==> src/rtl/id_ex_reg.sv <==
// ID/EX pipeline register with load-use hazard detection, bubble insertion,
// downstream freeze and a pending-flush flag that survives a freeze.
// Optional build macro STALL_CNT_EN adds a saturating load-use stall counter;
// without it StallCnt_o is tied to zero and the port list is unchanged.
module id_ex_reg #(
    parameter int unsigned CTRL_W = 8,
    parameter int unsigned CNT_W  = 16
) (
    input  logic              clk_i,
    input  logic              rst_i,
    input  logic              IdValid_i,
    input  logic [4:0]        IdRs_i,
    input  logic [4:0]        IdRt_i,
    input  logic [4:0]        IdRd_i,
    input  logic [31:0]       IdData1_i,
    input  logic [31:0]       IdData2_i,
    input  logic [31:0]       IdImm_i,
    input  logic              IdRegWrite_i,
    input  logic              IdMemRead_i,
    input  logic              IdMemWrite_i,
    input  logic [CTRL_W-1:0] IdCtrl_i,
    input  logic              Flush_i,
    input  logic              ExStall_i,
    output logic              ExValid_o,
    output logic [4:0]        ExRs_o,
    output logic [4:0]        ExRt_o,
    output logic [4:0]        ExRd_o,
    output logic [31:0]       ExData1_o,
    output logic [31:0]       ExData2_o,
    output logic [31:0]       ExImm_o,
    output logic              ExRegWrite_o,
    output logic              ExMemRead_o,
    output logic              ExMemWrite_o,
    output logic [CTRL_W-1:0] ExCtrl_o,
    output logic              Stall_o,
    output logic [CNT_W-1:0]  StallCnt_o
);

    logic              exValidQ, exValidD;
    logic [4:0]        exRsQ, exRsD;
    logic [4:0]        exRtQ, exRtD;
    logic [4:0]        exRdQ, exRdD;
    logic [31:0]       exData1Q, exData1D;
    logic [31:0]       exData2Q, exData2D;
    logic [31:0]       exImmQ, exImmD;
    logic              exRegWriteQ, exRegWriteD;
    logic              exMemReadQ, exMemReadD;
    logic              exMemWriteQ, exMemWriteD;
    logic [CTRL_W-1:0] exCtrlQ, exCtrlD;
    logic              flushPendQ, flushPendD;
    logic              hazard;
    logic              srcMatch;

    // Load-use hazard: a valid load in EX writes a register the ID instruction reads.
    always_comb begin
        srcMatch = (exRdQ == IdRs_i) || (exRdQ == IdRt_i);
        hazard   = exValidQ && exMemReadQ && (exRdQ != 5'd0) && IdValid_i && srcMatch;
    end

    assign Stall_o = hazard;

    // Next state: freeze > flush (incl. pending) > load-use bubble > load from ID.
    always_comb begin
        exValidD    = exValidQ;
        exRsD       = exRsQ;
        exRtD       = exRtQ;
        exRdD       = exRdQ;
        exData1D    = exData1Q;
        exData2D    = exData2Q;
        exImmD      = exImmQ;
        exRegWriteD = exRegWriteQ;
        exMemReadD  = exMemReadQ;
        exMemWriteD = exMemWriteQ;
        exCtrlD     = exCtrlQ;
        flushPendD  = flushPendQ;

        if (ExStall_i) begin
            // Hold everything; remember a flush so it is applied once unfrozen.
            if (Flush_i) begin
                flushPendD = 1'b1;
            end
        end else if (Flush_i || flushPendQ || hazard) begin
            // Bubble: zero indices too so the forwarding unit never matches it.
            exValidD    = 1'b0;
            exRsD       = 5'd0;
            exRtD       = 5'd0;
            exRdD       = 5'd0;
            exData1D    = 32'd0;
            exData2D    = 32'd0;
            exImmD      = 32'd0;
            exRegWriteD = 1'b0;
            exMemReadD  = 1'b0;
            exMemWriteD = 1'b0;
            exCtrlD     = '0;
            flushPendD  = 1'b0;
        end else begin
            exValidD    = IdValid_i;
            exRsD       = IdRs_i;
            exRtD       = IdRt_i;
            exRdD       = IdRd_i;
            exData1D    = IdData1_i;
            exData2D    = IdData2_i;
            exImmD      = IdImm_i;
            exRegWriteD = IdRegWrite_i && IdValid_i;
            exMemReadD  = IdMemRead_i && IdValid_i;
            exMemWriteD = IdMemWrite_i && IdValid_i;
            exCtrlD     = IdValid_i ? IdCtrl_i : '0;
        end
    end

    // Pipeline state, cleared asynchronously on reset.
    always_ff @(posedge clk_i or negedge rst_i) begin
        if (!rst_i) begin
            exValidQ    <= 1'b0;
            exRsQ       <= 5'd0;
            exRtQ       <= 5'd0;
            exRdQ       <= 5'd0;
            exData1Q    <= 32'd0;
            exData2Q    <= 32'd0;
            exImmQ      <= 32'd0;
            exRegWriteQ <= 1'b0;
            exMemReadQ  <= 1'b0;
            exMemWriteQ <= 1'b0;
            exCtrlQ     <= '0;
            flushPendQ  <= 1'b0;
        end else begin
            exValidQ    <= exValidD;
            exRsQ       <= exRsD;
            exRtQ       <= exRtD;
            exRdQ       <= exRdD;
            exData1Q    <= exData1D;
            exData2Q    <= exData2D;
            exImmQ      <= exImmD;
            exRegWriteQ <= exRegWriteD;
            exMemReadQ  <= exMemReadD;
            exMemWriteQ <= exMemWriteD;
            exCtrlQ     <= exCtrlD;
            flushPendQ  <= flushPendD;
        end
    end

    assign ExValid_o    = exValidQ;
    assign ExRs_o       = exRsQ;
    assign ExRt_o       = exRtQ;
    assign ExRd_o       = exRdQ;
    assign ExData1_o    = exData1Q;
    assign ExData2_o    = exData2Q;
    assign ExImm_o      = exImmQ;
    assign ExRegWrite_o = exRegWriteQ;
    assign ExMemRead_o  = exMemReadQ;
    assign ExMemWrite_o = exMemWriteQ;
    assign ExCtrl_o     = exCtrlQ;

`ifdef STALL_CNT_EN
    logic [CNT_W-1:0] stallCntQ, stallCntD;

    // Count load-use stall cycles that actually cost a bubble; saturate at all-ones.
    always_comb begin
        stallCntD = stallCntQ;
        if (hazard && !ExStall_i && (stallCntQ != '1)) begin
            stallCntD = stallCntQ + CNT_W'(1);
        end
    end

    // Counter state; only reset clears it.
    always_ff @(posedge clk_i or negedge rst_i) begin
        if (!rst_i) begin
            stallCntQ <= '0;
        end else begin
            stallCntQ <= stallCntD;
        end
    end

    assign StallCnt_o = stallCntQ;
`else
    assign StallCnt_o = '0;
`endif

endmodule

==> config.mk <==
export PLATFORM = sky130hd
export DESIGN_NAME = id_ex_reg
export DESIGN_NICKNAME = d
export VERILOG_FILES = /design/src/rtl/id_ex_reg.sv
export SDC_FILE = /design/constraint.sdc
export NUM_CORES = 1
export LEC_CHECK = 0
export ABC_AREA = 1
export CAP_MARGIN = 20
export CORE_ASPECT_RATIO = 0.9
export CORE_UTILIZATION = 37
export CTS_CLUSTER_DIAMETER = 40
export DETAILED_ROUTE_END_ITERATION = 10
export GPL_TIMING_DRIVEN = 0
export PLACE_DENSITY = 0.76
export SYNTH_ARGS = -nofsm -noshare
export SYNTH_HDL_FRONTEND = slang
export SYNTH_SLANG_ARGS = --single-unit
export TNS_END_PERCENT = 50
==> constraint.sdc <==
create_clock -name clk_i -period 1.47 [get_ports clk_i]
set_input_delay 0.441 -clock clk_i [delete_from_list [all_inputs] [get_ports clk_i]]
set_output_delay 0.441 -clock clk_i [all_outputs]
set_load 0.02 [all_outputs]
Word-level counts from Yosys, hierarchy flattened
Cells that the tools add are included.
W data, S select, Z words.
{ "word_totals": {"ff_bits": 124, "input_bits": 127, "output_inout_bits": 140, "elab_cells": 43} }
{ "op_classes": {"eq_ne": 3, "n_mux": 15, "n_reduce_logical": 13} }
{ "ops": {"columns": ["op", "n"], "rows": [
  ["$mux W32", 3],
  ["$mux W8", 2],
  ["$mux W5", 3],
  ["$eq A5 B5 Y1", 2],
  ["$logic_and A1 B1 Y1", 7],
  ["$mux W1", 7],
  ["$reduce_bool A5 Y1", 1],
  ["$logic_or A1 B1 Y1", 3],
  ["$ne A2 B2 Y1 const B", 1],
  ["$reduce_and A2 Y1", 1],
  ["$reduce_bool A2 Y1", 1]
]} }

Longest topological paths before layout
{ "depth": {"depth_word": 7, "mapped_depth": 11, "depth_no_buf": 9} }

Worst setup path after synthesis
OpenSTA, ideal clock, no wires.
{ "synth_timing": {"path_type": "reg2out", "from": "register exRdQ[4], in the netlist ExRd_o[4]", "to": "output port Stall_o", "arrival_time_ns": 1.286, "required_ns": 1.029, "setup_slack_ns": -0.257, "path_stages_with_launch": 10, "path_buffers": 1, "cell_sequence": "dfrtp_1 -> inv_2 -> nand2_1 -> nand2_1 -> nor2_1 -> nand3_1 -> nand2_2 -> nand2_4 -> buf_2 -> inv_1"} }
{ "synth_via": {"elab_chain_len": 4} }
{ "synth_rtl": {"columns": ["element", "line", "rtl"], "rows": [
  ["from (decl)", "42", "logic [4:0] exRdQ, exRdD;"],
  ["from (signal assigned)", "130", "exRdQ <= exRdD;"],
  ["$reduce_bool A5 Y1", "57", "hazard = exValidQ && exMemReadQ && (exRdQ != 5'd0) && IdValid_i && srcMatch;"],
  ["$logic_and A1 B1 Y1 (2 in a row)", "57", null],
  ["$logic_and A1 B1 Y1 (*)", "57", null],
  ["to (decl)", "35", "output logic Stall_o,"]
]} }
Every way passes the cells marked *; elsewhere a longest branch is shown, timed or not.

Worst setup path in the final report
{ "layout_timing": {"from": "register exRdQ[0], in the netlist ExRd_o[0]", "to": "output port Stall_o"} }
The elaborated chain is that of the path after synthesis.

==> flow_metrics.env <==
export IMPL_status="complete, but fails checks"
export IMPL_violations="negative setup slack"
export IMPL_die_x_um=133
export IMPL_synth_edf_count=0
export IMPL_io_pin_count=267
export IMPL_coreArea_mm2=0.0149
export IMPL_cts_sinks=124
export IMPL_routed_wl_mm=17.2
export IMPL_grt_max_degree=74
export IMPL_diodes=0
export IMPL_cts_tree="built"
export IMPL_setup_viol=123
export IMPL_synthArstFlopShare_pct=100
export IMPL_hold_ws_ps=469
export IMPL_layout_setup_ws_ps=-606
export IMPL_vias=5104
export IMPL_vias_per_cell=4.59
export IMPL_drv_cap=0
export IMPL_antenna_found_initial=0
export IMPL_nNetsFinal=1029
export IMPL_post_dp_cell_area_mm2=0.00853
export IMPL_clk_latency_ps=410
export IMPL_syn_avg_cell_area_um2=9.36
export IMPL_yosysUniqueCellTypes=17
export IMPL_yosysTopAreaCell="dfrtp_1"
export IMPL_synthTopCellsByArea="dfrtp_1 (55%), nand2_1 (18%), o21ai_2 (14%)"
export IMPL_post_route_min_period_ps=2080
export IMPL_io_buffers=249
export IMPL_fin_crit_sh_pct=141
export IMPL_stdcell_count=1112
export IMPL_grt_pass1_vias=5080
export IMPL_clock_skew_ps=7.71
export IMPL_synthFlopType="dfrtp_1"
export IMPL_row_count=42
export IMPL_end_kind="output pin"
export IMPL_grt_setup_unrepaired="yes"
export IMPL_path_clk_slew_ps=50
export IMPL_synthTopCellsByCount="nand2_1 (266), dfrtp_1 (124), o21ai_2 (90)"
export IMPL_r2r_setup_slack_ps=-250
export IMPL_ys_ff_latch=124
export IMPL_worstPathMaxFanout=7
export IMPL_gp_congestion=0.789
export IMPL_yosys_warnings=0
export IMPL_area_growth_pct=53.5
export IMPL_cts_buffers=17
export IMPL_power_mw=9.60
export IMPL_fp_dieArea_mm2=0.0159
export IMPL_dieHeight_um=120
export IMPL_power_density_mw_per_mm2=1100
export IMPL_utilization_pct=58.7
export IMPL_root_buffer="clkbuf_16"
export IMPL_slew_viol_final=0
export IMPL_synthCells=608
export IMPL_dp_hpwl_mm=12.1
export IMPL_worstPathArrival_ps=1640
export IMPL_start_util_pct=38.3
export IMPL_vdd_drop_max_uv=753
export IMPL_hold_path_class="input pin to flip-flop"
export IMPL_cp_required_ps=1030
export IMPL_drt_initial_drc_count=216
export IMPL_hold_viol=0
export IMPL_htree_levels=4
export IMPL_drc_errors=0
export IMPL_cts_path_max_buffers=2
export IMPL_dp_cells=1071
export IMPL_grt_usage_pct=21.7
export IMPL_final_cell_area_mm2=0.00873
export IMPL_p_leak_nw=4.44
export IMPL_reg2regPathDepth=10
export IMPL_maxSlewHeadroom_pct=66.1
export IMPL_synth_most_common_cell="nand2_1"
export IMPL_synth_area_mm2=0.00569
export IMPL_final_fill_count=1383
export IMPL_grt_pass1_wl_mm=26.5
export IMPL_yosysSeqAreaShare_pct=54.5
export IMPL_cp_start_kind="flip-flop"
export IMPL_clock_fmax_mhz=482
export IMPL_wl_per_cell_um=15.5
export IMPL_drive_gt1_share_pct=33.4
export IMPL_whs_path_depth=3
export IMPL_yosysTopAreaCellShare_pct=54.5
export IMPL_worst_pin_slew_ps=509
export IMPL_gr_total_overflow=0
export IMPL_dr_pass1_iters=5
export IMPL_drtAntennaViolNets=0
export IMPL_crit_type="flip-flop to output pin"
-- stage by stage --
| stage | setup WS, ps | TNS, ps |
|---|---|---|
| floorplan | -76.2 | -76.2 |
| global placement | -5550 | -706310 |
| detailed placement | -1280 | -77590 |
| CTS | -630 | -23360 |
| global route | -723 | -37740 |
| finish | -606 | -23580 |
-- layer usage --
metal	wire, um	up-vias	global-route usage (%)
met3	1370	16	8.49
met5	0	-	0
met1	7260	2382	25.9
met4	223	0	5.96
li1	-	2500	-
met2	8320	206	36.4
-- critical path, stage by stage (launching register included) --
cell and delay (ps):
dfrtp_2 460, nor2_2 120, nor2_1 40, nor2_1 100
nand3_1 90, nand2_2 110, nand2_4 60, buf_8 120
clkinv_4 40, buf_6 100
-- repair_timing --
| item | in CTS | in global routing |
|---|---|---|
| hold endpoints to repair | 24 | 0 |
| gates resized for setup | 527 | 16 |
| hold buffers | 1 | 0 |
| gates cloned | 0 | 6 |
| setup buffers | 2 | 1 |
| pin swaps | 2 | 5 |
| endpoints found under the setup margin | 247 | 130 |
-- sequential cells by signal, indices dropped and copies added (netlist names) --
| register | count |
|---|---|
| ExData2_o | 32 |
| ExRs_o | 5 |
| ExMemRead_o | 1 |
| ExRegWrite_o | 1 |
| ExImm_o | 32 |
| ExRd_o | 5 |
| ExCtrl_o | 8 |
| ExMemWrite_o | 1 |
| ExData1_o | 32 |
| flushPendQ | 1 |
| ExRt_o | 5 |
| ExValid_o | 1 |
-- power by group --
part           switching [mW]  internal (mW)  leakage (nW)
logic                    1.04          0.827          2.51
clock network            1.44           2.50         0.280
registers               0.142           3.65          1.65
-- cells by family after synthesis --
logic type,after synthesis,share of synthesized area (%)
AOI/OAI and AO/OA,111,15.7
DFF,124,54.5
buffers and inverters,73,8.84
and+or+nand+nor,297,20.5
other,1,0.0659
xor gates and xnor gates,2,0.308
-- cell usage in the layout, fill, tap and decap left out, drive strengths merged --
master | synthesis | routed
dlygate4sd3 | 0 | 1
inv | 16 | 15
dlygate4sd2 | 0 | 9
conb | 1 | 16
nand3 | 3 | 3
clkdlybuf4s50 | 0 | 115
nand4 | 13 | 13
xnor2 | 2 | 2
clkinv | 0 | 4
dfrtp | 124 | 124
o21ai | 111 | 111
nand2 | 269 | 269
clkbuf | 26 | 58
nor2 | 12 | 12
buf | 31 | 160
clkinvlp | 0 | 2
-- final cells by class --
class / instances / area [um2] / share of cell area, %
buffer: 57 / 468 / 5.36
sequential: 124 / 3110 / 35.6
timing repair buffer: 260 / 2110 / 24.2
tap: 198 / 248 / 2.84
multi-input combinational: 426 / 2160 / 24.7
clock inverter: 5 / 30.0 / 0.344
clock buffer: 26 / 539 / 6.18
inverter: 16 / 65.1 / 0.745
-- path summary, 6_finish.rpt --
check                                    startpoint                   endpoint
setup / recovery              ExRd_o[0]$_DFFE_PN0N_                    Stall_o
setup reg to reg              ExRd_o[0]$_DFFE_PN0N_  ExData1_o[10]$_DFFE_PN0N_
hold / removal                            IdRs_i[4]      ExRs_o[4]$_DFFE_PN0N_
min in group asynchronous                     rst_i   ExData2_o[4]$_DFFE_PN0N_
hold reg to reg            ExData2_o[0]$_DFFE_PN0N_   ExData2_o[0]$_DFFE_PN0N_
max in group asynchronous                     rst_i      ExRd_o[4]$_DFFE_PN0N_
Note: power is estimated with default switching activity, not from simulation.
